$ cat src/rtl/arm_pipe_pkg.sv
// arm_pipe_pkg: shared MEM-stage FSM states, byte-enable constants and size encoding
package arm_pipe_pkg;
  typedef enum logic {IDLE = 1'b0, WAIT = 1'b1} state_t;
  localparam logic [3:0] BE_WORD   = 4'b1111;
  localparam logic [3:0] BE_B0     = 4'b1000;
  localparam logic       SIZE_WORD = 1'b1;
endpackage

$ cat src/rtl/mem_lane_align.sv
// mem_lane_align: big-endian byte-lane steering for stores and lane extraction for loads
// Ports: i_size (1=word), i_offset (addr[1:0]), i_store_data, i_rdata in;
//        o_be, o_wdata (store side), o_load_data (zero-extended load value) out.
module mem_lane_align
  import arm_pipe_pkg::*;
(
  input  logic        i_size,
  input  logic [1:0]  i_offset,
  input  logic [31:0] i_store_data,
  input  logic [31:0] i_rdata,
  output logic [3:0]  o_be,
  output logic [31:0] o_wdata,
  output logic [31:0] o_load_data
);
  logic        w_word;
  logic [31:0] w_shifted;
  // offset 0 lives in bits 31:24, so shift right by 8*(3-offset)
  assign w_word    = i_size == SIZE_WORD;
  assign w_shifted = i_rdata >> {~i_offset, 3'b000};
  always_comb begin
    o_be        = w_word ? BE_WORD : BE_B0 >> i_offset;
    o_wdata     = w_word ? i_store_data : {4{i_store_data[7:0]}};
    o_load_data = w_word ? i_rdata : {24'h0, w_shifted[7:0]};
  end
endmodule

$ cat src/rtl/mem_access_stage.sv
// mem_access_stage: MEM stage with req/ack data-memory port, stall/timeout FSM and MEM/WB register
// Ports: Clk, Reset (async active-low); MEM_* EX/MEM control, address and store data in;
//        dm_* data-memory handshake; mem_stall/mem_fault/mem_misalign status; WB_* registered MEM/WB.
module mem_access_stage
  import arm_pipe_pkg::*;
#(
  parameter int ADDR_W  = 8,
  parameter int TIMEOUT = 15
) (
  input  logic              Clk,
  input  logic              Reset,
  input  logic              MEM_load_store_instr,
  input  logic              MEM_load_instr,
  input  logic              MEM_size,
  input  logic              MEM_RF_enable,
  input  logic [3:0]        MEM_rd,
  input  logic [31:0]       MEM_alu_result,
  input  logic [31:0]       MEM_store_data,
  output logic              dm_req,
  output logic              dm_we,
  output logic [ADDR_W-1:0] dm_addr,
  output logic [3:0]        dm_be,
  output logic [31:0]       dm_wdata,
  input  logic [31:0]       dm_rdata,
  input  logic              dm_ack,
  output logic              mem_stall,
  output logic              mem_fault,
  output logic              mem_misalign,
  output logic              WB_RF_enable,
  output logic              WB_load_instr,
  output logic [3:0]        WB_rd,
  output logic [31:0]       WB_data
);
  localparam int CW = $clog2(TIMEOUT + 1);
  localparam logic [CW-1:0] TO_C = CW'(TIMEOUT);
  state_t        r_state;
  logic [CW-1:0] r_cnt;
  logic          r_wb_rf, r_wb_ld;
  logic [3:0]    r_wb_rd;
  logic [31:0]   r_wb_data;
  logic          w_word, w_idle_req, w_wait, w_timeout, w_is_load;
  logic [31:0]   w_load_data;
  mem_lane_align u_align (
    .i_size      (MEM_size),
    .i_offset    (MEM_alu_result[1:0]),
    .i_store_data(MEM_store_data),
    .i_rdata     (dm_rdata),
    .o_be        (dm_be),
    .o_wdata     (dm_wdata),
    .o_load_data (w_load_data)
  );
  assign w_word     = MEM_size == SIZE_WORD;
  assign w_wait     = r_state == WAIT;
  assign w_idle_req = (r_state == IDLE) & MEM_load_store_instr;
  // r_cnt holds the index of the current WAIT cycle; a late ack on the last one still wins
  assign w_timeout  = w_wait & (r_cnt == TO_C) & ~dm_ack;
  assign w_is_load  = MEM_load_store_instr & MEM_load_instr;
  assign dm_req       = w_idle_req | (w_wait & ~w_timeout);
  assign dm_we        = dm_req & ~MEM_load_instr;
  assign dm_addr      = {MEM_alu_result[ADDR_W-1:2], w_word ? 2'b00 : MEM_alu_result[1:0]};
  assign mem_stall    = dm_req & ~dm_ack;
  assign mem_fault    = w_timeout;
  // reported once, in the first cycle of the access
  assign mem_misalign = w_idle_req & w_word & |MEM_alu_result[1:0];
  assign WB_RF_enable  = r_wb_rf;
  assign WB_load_instr = r_wb_ld;
  assign WB_rd         = r_wb_rd;
  assign WB_data       = r_wb_data;
  always_ff @(posedge Clk or negedge Reset) begin
    if (!Reset) begin
      r_state <= IDLE;
      r_cnt   <= '0;
    end else if (!w_wait) begin
      r_state <= mem_stall ? WAIT : IDLE;
      r_cnt   <= mem_stall ? CW'(1) : '0;
    end else begin
      r_state <= (dm_ack | w_timeout) ? IDLE : WAIT;
      r_cnt   <= (dm_ack | w_timeout) ? '0 : r_cnt + 1'b1;
    end
  end
  always_ff @(posedge Clk or negedge Reset) begin
    if (!Reset) begin
      r_wb_rf   <= 1'b0;
      r_wb_ld   <= 1'b0;
      r_wb_rd   <= '0;
      r_wb_data <= '0;
    end else if (mem_stall) begin
      r_wb_rf   <= 1'b0;
    end else begin
      r_wb_rf   <= MEM_RF_enable & ~w_timeout;
      r_wb_ld   <= MEM_load_instr;
      r_wb_rd   <= MEM_rd;
      r_wb_data <= w_is_load ? w_load_data : MEM_alu_result;
    end
  end
endmodule

$ cat config.mk
export PLATFORM = sky130hd
export DESIGN_NAME = mem_access_stage
export DESIGN_NICKNAME = d
export VERILOG_FILES = /design/src/rtl/arm_pipe_pkg.sv /design/src/rtl/mem_lane_align.sv /design/src/rtl/mem_access_stage.sv
export SDC_FILE = /design/constraint.sdc
export NUM_CORES = 1
export LEC_CHECK = 0
export CORE_ASPECT_RATIO = 1.2
export CORE_MARGIN = 10
export CORE_UTILIZATION = 35
export CTS_CLUSTER_SIZE = 40
export DETAILED_ROUTE_END_ITERATION = 8
export PLACE_DENSITY = 0.84
export SYNTH_ARGS = -nofsm -noshare
export SYNTH_HDL_FRONTEND = slang
export SYNTH_SLANG_ARGS = --single-unit
$ cat constraint.sdc
create_clock -name Clk -period 1.9 [get_ports Clk]
set_input_delay 0.19 -clock Clk [delete_from_list [all_inputs] [get_ports Clk]]
set_output_delay 0.19 -clock Clk [all_outputs]
set_load 0.03 [all_outputs]
==> summary.md <==
| Metric | Value |
|---|---|
| Setup Skew | `0.0105 ns` |
| Area contributors post-synth | `dfrtp_1 (40%), nand2_1 (13%), a21oi_1 (5.7%)` |
| H-tree level count | `2` |
| Net Sw Frac | `35.1%` |
| Worst path top cell family by delay | `flip-flops` |
| Most common cell in the netlist | `nand2_1` |
| Setup violations, final | `0` |
| Area of placed instances | `0.00470 mm²` |
| Gpl congestion | `about 0.87` |
| Largest fanout on the critical path | `3` |
| Crit path kind | `reg -> out` |
| Worst-margin pin slew | `roughly 0.5 ns` |
| Flop pwr share | `33.9%` |
| Worst-case clock buffer depth | `2` |
| Worst-skew pair later-pin latency | `~0.30 ns` |
| Yosys reg bits | `43` |
| Clk network pwr share | `23.4%` |
| Post-DP HPWL | `9.93 mm` |
| Root Buffer | `clkbuf_8` |
| WP buf/inv | `2` |
| Overall fraction of global-route tracks in use | `between 20 and 25%` |
| WP data arrival | `1.63 ns` |
| CTS buffer count | `5` |
| # IOs | `194` |
| Core area | `between 0.007 and 0.008 mm²` |
| Yosys Warn Count | `0` |
| Initial core utilization | `35.5%` |
| Die area | `0.0117 mm²` |
| Distinct cells, synth | `39` |
| Synth Instances | `337` |
| Vias in the first global route | `3506` |
| First-pass GRT wire length | `18.7 mm` |
| Comb pwr share | `about 43%` |
| Max-slew headroom | `between 60% and 70%` |
| Max rail drop VDD | `335 µV` |
| Crit path required time | `1.71 ns` |
| DRT Pass-1 Iters | `5` |
| Via density | `around 5.2` |
| Synthesized Nets | `445` |
| Internal power | `2.04 mW` |
| Chip width | `100 µm` |
| Initial antenna violation count | `0` |
| Via count | `around 3.2k` |
| Switching pwr | `1.10 mW` |
| EDFF count, synth | `0` |
| Worst Hold Class | `in -> async` |
| Die Ht | `116 µm` |
| Critical path's slowest cell | `dfrtp_1` |
| Area leader, netlist | `dfrtp_1` |
| CTS tree | `yes` |
| TNS Setup | `0 ns` |
| Outcome | `finished clean` |
| Cell Pwr Density | `about 640 mW/mm²` |
| Syn-to-layout area delta | `81.7%` |
| Layout cells sized above 1 | `between 10% and 20%` |
| RSZ-0062 raised after global routing | `no` |
| CTS Sinks | `43` |
| Synth Cell Area | `0.00271 mm²` |
| Design Area, Final | `0.00491 mm²` |
| PortBufs | `~190` |
| Period utilization | `95.9%` |
| Max-cap violation count | `0` |
| Antenna diodes | `0` |
| Ys flop type | `dfrtp_1` |
| Residual DRC | `0` |
| CP Capture Type | `primary output` |
| Synth top area share | `between 30 and 40%` |
| Leak | `2.21 nW` |
| Register area share after synthesis | `around two fifths` |
| Final Max Slew Viols | `0` |
| Fill count | `650` |
| Routed len/inst | `roughly 20 µm` |
| Min cycle time layout | `1.82 ns` |
| Fmax | `around 550 MHz` |
| Ys async rst share | `100%` |
| Final WL | `about 12 mm` |
| Syn_area_per_cell | `8.03 µm²` |
| Largest net degree at the start of global routing | `48` |
| Starting DRT DRC Count | `139` |
| Layout Nets | `approximately 630` |
| Reg clk slew, reported paths | `around 0.1 ns` |
| CP Cell Sequence | `ha_2, nand3_1, nor2_1, buf_4, nor3_4, buf_6` |
| Global route overflow | `0` |
| Post-route ant nets | `0` |
| Worst path max stage delay | `0.42 ns` |
| Num rows | `35` |
| CP Launch Type | `register` |
| Top cells by count, synth | `nand2_1 (97), dfrtp_1 (43), a21oi_1 (31), and3_1 (24), o21ai_0 (23)` |
| Hold Fails Final Rpt | `0` |
==> per-layer routing <==
layer	track usage (%)	share of wire, %	vias to the layer above
met1	21.0	36	1485
li1	-	-	1502
met3	12.1	14	23
met2	34.4	48	186
met5	0	0	-
met4	5.94	2.1	0
==> kinds of logic after synthesis <==
kind of cell               share of synthesized area (%)
AOI/OAI and AO/OA                                   19.5
xor gates and xnor gates                           0.648
adders and majority gates                          0.462
buffers and inverters                               9.44
DFF                                                 39.8
muxes                                               5.04
and+or+nand+nor                                     25.2
==> worst reg2reg max path, delay by kind of cell, from the launching register on <==
family,cells,cell delay (ns)
mux,1,0.33
fa+ha+maj,1,0.21
buf+inv,2,0.30
simple gates,2,0.38
flops,1,0.42
==> what timing repair did <==
action	4_1_cts	5_1_grt
pin swaps	1	1
endpoints found under the setup margin	3	36
setup buffers	4	1
gates resized for setup	3	6
cloned	1	0
hold buffers	1	0
endpoints found under the hold margin	43	0
==> registers in the layout, summed over array words and instances (netlist names) <==
| register | count |
|---|---|
| WB_load_instr | 1 |
| r_state | 1 |
| r_cnt | 4 |
| WB_RF_enable | 1 |
| WB_data | 32 |
| WB_rd | 4 |
==> metrics by stage <==
stage               hold slack (ns)  util, %  cells  power, mW  worst slack (ns)
detailed placement            0.192     61.7    599       2.40            0.0497
global placement              0.185     61.7    599       2.38            0.0621
finish                        0.389     64.5    614       3.14            0.0787
CTS                           0.395     64.3    613       3.17          0.000466
global route                  0.422     64.5    614       3.29            0.0105
floorplan                    -0.106        -    337       1.71             0.113
==> path summary, 6_finish.rpt <==
check / from / end / slack, ns / depth (start not counted)
min in group Clk: MEM_RF_enable / WB_RF_enable / 0.47 / 2
max in group asynchronous: Reset / WB_data[5] / 1.28 / 3
worst max-delay path: r_cnt[0] / dm_we / 0.08 / 6
worst min-delay path: Reset / WB_data[10] / 0.39 / 3
worst min register to register: WB_data[25] / WB_data[25] / 0.48 / 2
worst max register to register: r_cnt[0] / WB_rd[2] / 0.13 / 6
==> power by group through the flow <==
stage	combinational (mW)	clock, mW	sequential [mW]
global route	1.43	0.793	1.08
detailed placement	1.32	0	1.08
CTS	1.34	0.758	1.06
global placement	1.30	0	1.08
finish	1.34	0.734	1.06
floorplan	0.443	0	1.26
==> cells in the final DEF, fill, tap and decap left out, types with 3 or more instances in the layout <==
cell type and n:
a22o_1 6, dfrtp_1 43, o31ai_2 6, a21oi_1 31, buf_4 23, clkbuf_8 5, o211ai_2 3, mux2_1 4
nand2_1 97, inv_1 4, mux2i_1 8, buf_12 9, o211ai_1 3, o21ai_1 4, nor2_1 16, o21ai_0 23
and3_1 24, clkdlybuf4s50_1 178, nand2b_1 3
==> layout make-up <==
| cell class | count | area, µm² | area share [%] |
|---|---|---|---|
| repair buffers | 216 | 2200 | 44.8 |
| multi-input cells | 251 | 1390 | 28.3 |
| flip-flops and latches | 43 | 1080 | 21.9 |
| well taps | 92 | 115 | 2.34 |
| clock buffers | 5 | 68.8 | 1.40 |
| clock inverters | 3 | 43.8 | 0.891 |
| inverters | 4 | 15.0 | 0.305 |
No activity file was read; power rests on OpenSTA's default activity.
==> variant 1: new RTL, same flow settings <==
Change the parameter `ADDR_W` from 8 to 6.
--- a/src/rtl/mem_access_stage.sv
+++ b/src/rtl/mem_access_stage.sv
@@ -4,7 +4,7 @@
 module mem_access_stage
   import arm_pipe_pkg::*;
 #(
-  parameter int ADDR_W  = 8,
+  parameter int ADDR_W  = 6,
   parameter int TIMEOUT = 15
 ) (
   input  logic              Clk,
Interface: changed (resized dm_addr); port bits go from 194 to 192. The function was not compared with the original's and may differ.
==> variant 1 against the unedited design <==
- routed wire length decreased by 0.16%
- clock skew fell by 0.0045 ns
- first-iteration DRC count grew 130%
- cell area decreased by 2.6%
- die area shrank 0.46%
- fmax shrank 0.46%
- power fell by 6.4%
- worst setup slack worse by 0.0085 ns
- register-to-register slack got worse by 0.04 ns
- non-clock buffer count is 4 lower
- count of clock-buffer cells in the layout is 1 higher
- area after synthesis fell by 0.56%
- sequential cell count stayed put
- clock power is 25% lower
- critical path type is now input pin to output pin
- largest power group unchanged
==> variant 1: results (changes against the unedited design) <==
The fraction of the yosys area taken by sequential cells was 0.400 (+0.00222); the detailed-route wire length on metal 1 was 4.44 mm (-0.36%). The number of buffer cells added on primary ports was 191 (-1.0%); the total routing usage reported by global routing was 0.200 (-0.00441). The clock-pin transition on the worst setup and hold timing paths was 0.08 ns (-0.02 ns). Ranked by total cell area, the synthesized netlist is headed by dfrtp_1 40%, nand2_1 14%, a21oi_1 5.8%. In this run the worst setup path begins at MEM_alu_result[1].

The pre-CTS setup slack is -0.0118 ns (-0.0615 ns), and the global placement routability congestion is 0.821 (-5.4%). The count of cells resized by post-cts repair is 2 (-1), and the power density over cell area is 613 nW/um^2 (-3.9%). For the detailed placement HPWL, the log shows 9.84 mm (-0.89%).

Capture point of the worst path: dm_be[1]. The tools report the number of global-route vias before repair as 3,357 (-4.2%). The path class of the lowest-slack min-delay path is input pin to flop.

The run gives 7 (+2) as the total iterations of the first detailed-routing run. The met3 global-route usage was 0.110 (-0.0117); the total detailed-routing wirelength was 12.4 mm (-0.16%). The run finished with clean final reports. On the critical path, the stage with the largest delay is an instance of clkdlybuf4s50_1. The met3 wire length was 1.74 mm (-1.9%).

Post-synthesis average cell area: 8.03 sq um (about the same). The logs give 547 MHz (-0.46%) for the top achievable clock speed and 18.3 mm (-2.1%) for the wire length of the first global-routing pass. On the critical path the largest part of the delay comes from buffers and inverters. Placed instance area: 4600 sq um (-2.3%). The logs give 611 (-6.0%) for the fill cell total of the finished layout and 3,159 (-1.2%) for the vias after detailed routing.

The net count of the mapped netlist was 443 (-0.45%); the number of standard cells in the final layout excluding fillers was 606 (-1.3%). The worst hold slack after final layout was 0.456 ns (+0.0671 ns); the stage delay of the slowest cell on the critical path was 0.68 ns (+0.26 ns). Largest fanout on the critical path: 4 (+1).
[variant 1: final cells by class]
cell class / count / share of cell area
clock buffers: 6 / 0.0152
flip-flops and latches: 43 / 0.225
well taps: 90 / 0.0235
multi-input cells: 251 / 0.288
repair buffers: 212 / 0.445
inverters: 4 / 0.00314
[variant 1: cell families (layout without fill, tap and decap cells)]
family                     Yosys count  after routing  synth area share
muxes                               13             13            0.0507
xor gates and xnor gates             2              2           0.00651
buffers and inverters               41            222            0.0893
DFF                                 43             43             0.400
AOI/OAI and AO/OA                   82             82             0.196
and+or+nand+nor                    153            153             0.253
adders and majority gates            1              1           0.00465
[variant 1: power by group]
| group | switching [uW] | leakage (uW) | internal (uW) |
|---|---|---|---|
| Clock | 304 | 0.0000371 | 246 |
| Combinational | 701 | 0.00159 | 619 |
| Sequential | 56.0 | 0.000529 | 1010 |
| Total | 1060 | 0.00216 | 1870 |
==> variant 2: new RTL, same settings <==
Made on the original files. Reset style: synchronous (`Reset`), changed in 2 clocked blocks. Comments in the files are not updated.
--- a/src/rtl/mem_access_stage.sv
+++ b/src/rtl/mem_access_stage.sv
@@ -66,7 +66,7 @@
   assign WB_load_instr = r_wb_ld;
   assign WB_rd         = r_wb_rd;
   assign WB_data       = r_wb_data;
-  always_ff @(posedge Clk or negedge Reset) begin
+  always_ff @(posedge Clk) begin
     if (!Reset) begin
       r_state <= IDLE;
       r_cnt   <= '0;
@@ -78,7 +78,7 @@
       r_cnt   <= (dm_ack | w_timeout) ? '0 : r_cnt + 1'b1;
     end
   end
-  always_ff @(posedge Clk or negedge Reset) begin
+  always_ff @(posedge Clk) begin
     if (!Reset) begin
       r_wb_rf   <= 1'b0;
       r_wb_ld   <= 1'b0;
Function: differs if Reset is asserted again (counterexample within 4 cycles, from zero or initial values and one cycle with Reset low); with Reset held inactive, the same outputs for 10 cycles.
==> variant 2 against the unedited design <==
- power fell by 8.6%
- area after synthesis rose by 0.14%
- routed wire length fell by 9.2%
- non-clock buffer count fell by 10
- cell area fell by 4.8%
- count of clock-buffer cells in the layout rose by 1
- sequential cell count did not move
- worst setup slack improved by 0.019 ns
- combinational power fell by 13%
- highest routed layer unchanged
==> variant 2: results (changes against the unedited design) <==
For the met3 global-route usage, the log shows 0.0580 (-0.0633). The count of buffers added by post-CTS timing repair for setup was 0 (-4); the clock buffer and inverter area fraction after layout was 0.0219 (-0.000987). The number of non-clock inverters in the layout is 5 (+1), and the net switching power is 964 uW (-13%). The transition time at the pin with the least slew margin works out to 0.448 ns (-0.0486 ns).

The multi-input combinational area share was 0.328 (+0.0450); the fill cell total of the finished layout was 672 (+3.4%). The complex-gate fraction of the synthesized area is 0.230 (+0.0348). Multi-input combinational cell count: 254 (+1.2%). Power density over cell area: 613 nW/um^2 (-4.0%).

The placed instance area was 4560 sq um (-3.0%); the layout-stage area growth over the synthesis result was 72.7%. The tools report the largest net degree at the start of global routing as 37 (-23%). The number of standard cells in the final layout excluding fillers was 607 (-1.1%); the multiplexer area fraction after synthesis was 0.0296 (-0.0209). The worst clock skew on the final layout came out at 0.00991 ns (-0.000588 ns). The post-layout net count is 623 (-0.95%).

The total iterations of the first detailed-routing run is 4 (-1). The leakage component of the power came out at 0.00190 uW (-14%). The fraction of the yosys area taken by sequential cells was 0.318 (-0.0800). The flow ran to the end, and the final reports show no timing, DRC or antenna violations. The XOR/XNOR share of the synthesized area is 0.00647 (-0.00000897), and the share of synthesized flip-flops with an asynchronous set or reset is 0 (-1.00). The most common flop cell mapped by yosys was dfxtp_1.

After synthesis, the most frequently instantiated cells are 99 x nand2_1, 43 x dfxtp_1, 26 x nand3_1. The first-iteration detailed-routing DRC count came out at 156 (+12%). The stage delay of the slowest cell on the critical path is 0.33 ns (-0.09 ns), and the number of library cell types mapped by synthesis is 37 (-5.1%). The worst hold path belongs to the class input pin to flop.

The pre-CTS setup slack is 0.0271 ns (-0.0225 ns), and the number of global-route vias before repair is 3,197 (-8.8%). The logs give 5.81 mm (-2.0%) for the total met2 wirelength after detailed routing and 11.3 mm (-9.2%) for the total detailed-routing wirelength. The adder and majority cell fraction of the synthesized area was 0.00462 (-0.00000641).

The run gives 1.61 ns (-0.02 ns) as the data arrival time of the worst path. The register area was 861 sq um (-20%); the global placement routability congestion was 0.837 (-3.5%). The maximum VDD drop was 0.360 mV (+7.6%); the largest fanout on the critical path was 21 (+18).

Post-synthesis average cell area: 7.83 sq um (-2.5%). For the met2 demand-to-capacity share in global routing, the log shows 0.317 (-0.0275). The run gives 9.39 mm (-5.4%) as the detailed placement HPWL. The share of layout cells above drive strength 1 was 0.148 (+0.0326). The non-clock buffer contribution to total cell area came out at 0.436 (-0.0128). For the clock buffer count, the log shows 6 (+1). The clock-pin transition on the worst setup and hold timing paths works out to 0.08 ns (-0.02 ns). The count of plain and timing-repair buffers is 206 (-4.6%). After synthesis, the cell types taking the most area are dfxtp_1 32%, nand2_1 14%, a311oi_2 11%.

Wire length of the first global-routing pass: 17.1 mm (-9.0%). The count of placed standard cells including taps was 600 (+0.17%); the net count of the mapped netlist was 454 (+2.0%).
## variant 2: cell types whose count changed in the layout (fill, tap and decap cells not counted), sizes merged, moves of 11 or more
cell | unedited run | this run
and3 | 24 | 3
dfxtp | 0 | 43
o21ai | 27 | 10
a311oi | 0 | 24
nand3 | 2 | 26
nor2 | 17 | 37
dfrtp | 43 | 0
a21oi | 31 | 12
buf | 35 | 24
## variant 2: power by group through the flow
| stage | registers, uW | clock network [uW] | logic, uW |
|---|---|---|---|
| CTS | 1010 | 706 | 1170 |
| floorplan | 1160 | 0 | 489 |
| global route | 1020 | 745 | 1230 |
| detailed placement | 1030 | 0 | 1160 |
| global placement | 1030 | 0 | 1150 |
| finish | 1010 | 691 | 1160 |
## variant 2: worst paths after layout
path	startpoint	slack, ns	end
max reg2reg	r_cnt[0]	0.27	WB_data[29]
min	MEM_rd[2]	0.45	WB_rd[2]
min reg2reg	WB_rd[0]	0.45	WB_rd[0]
max	r_cnt[0]	0.1	mem_stall
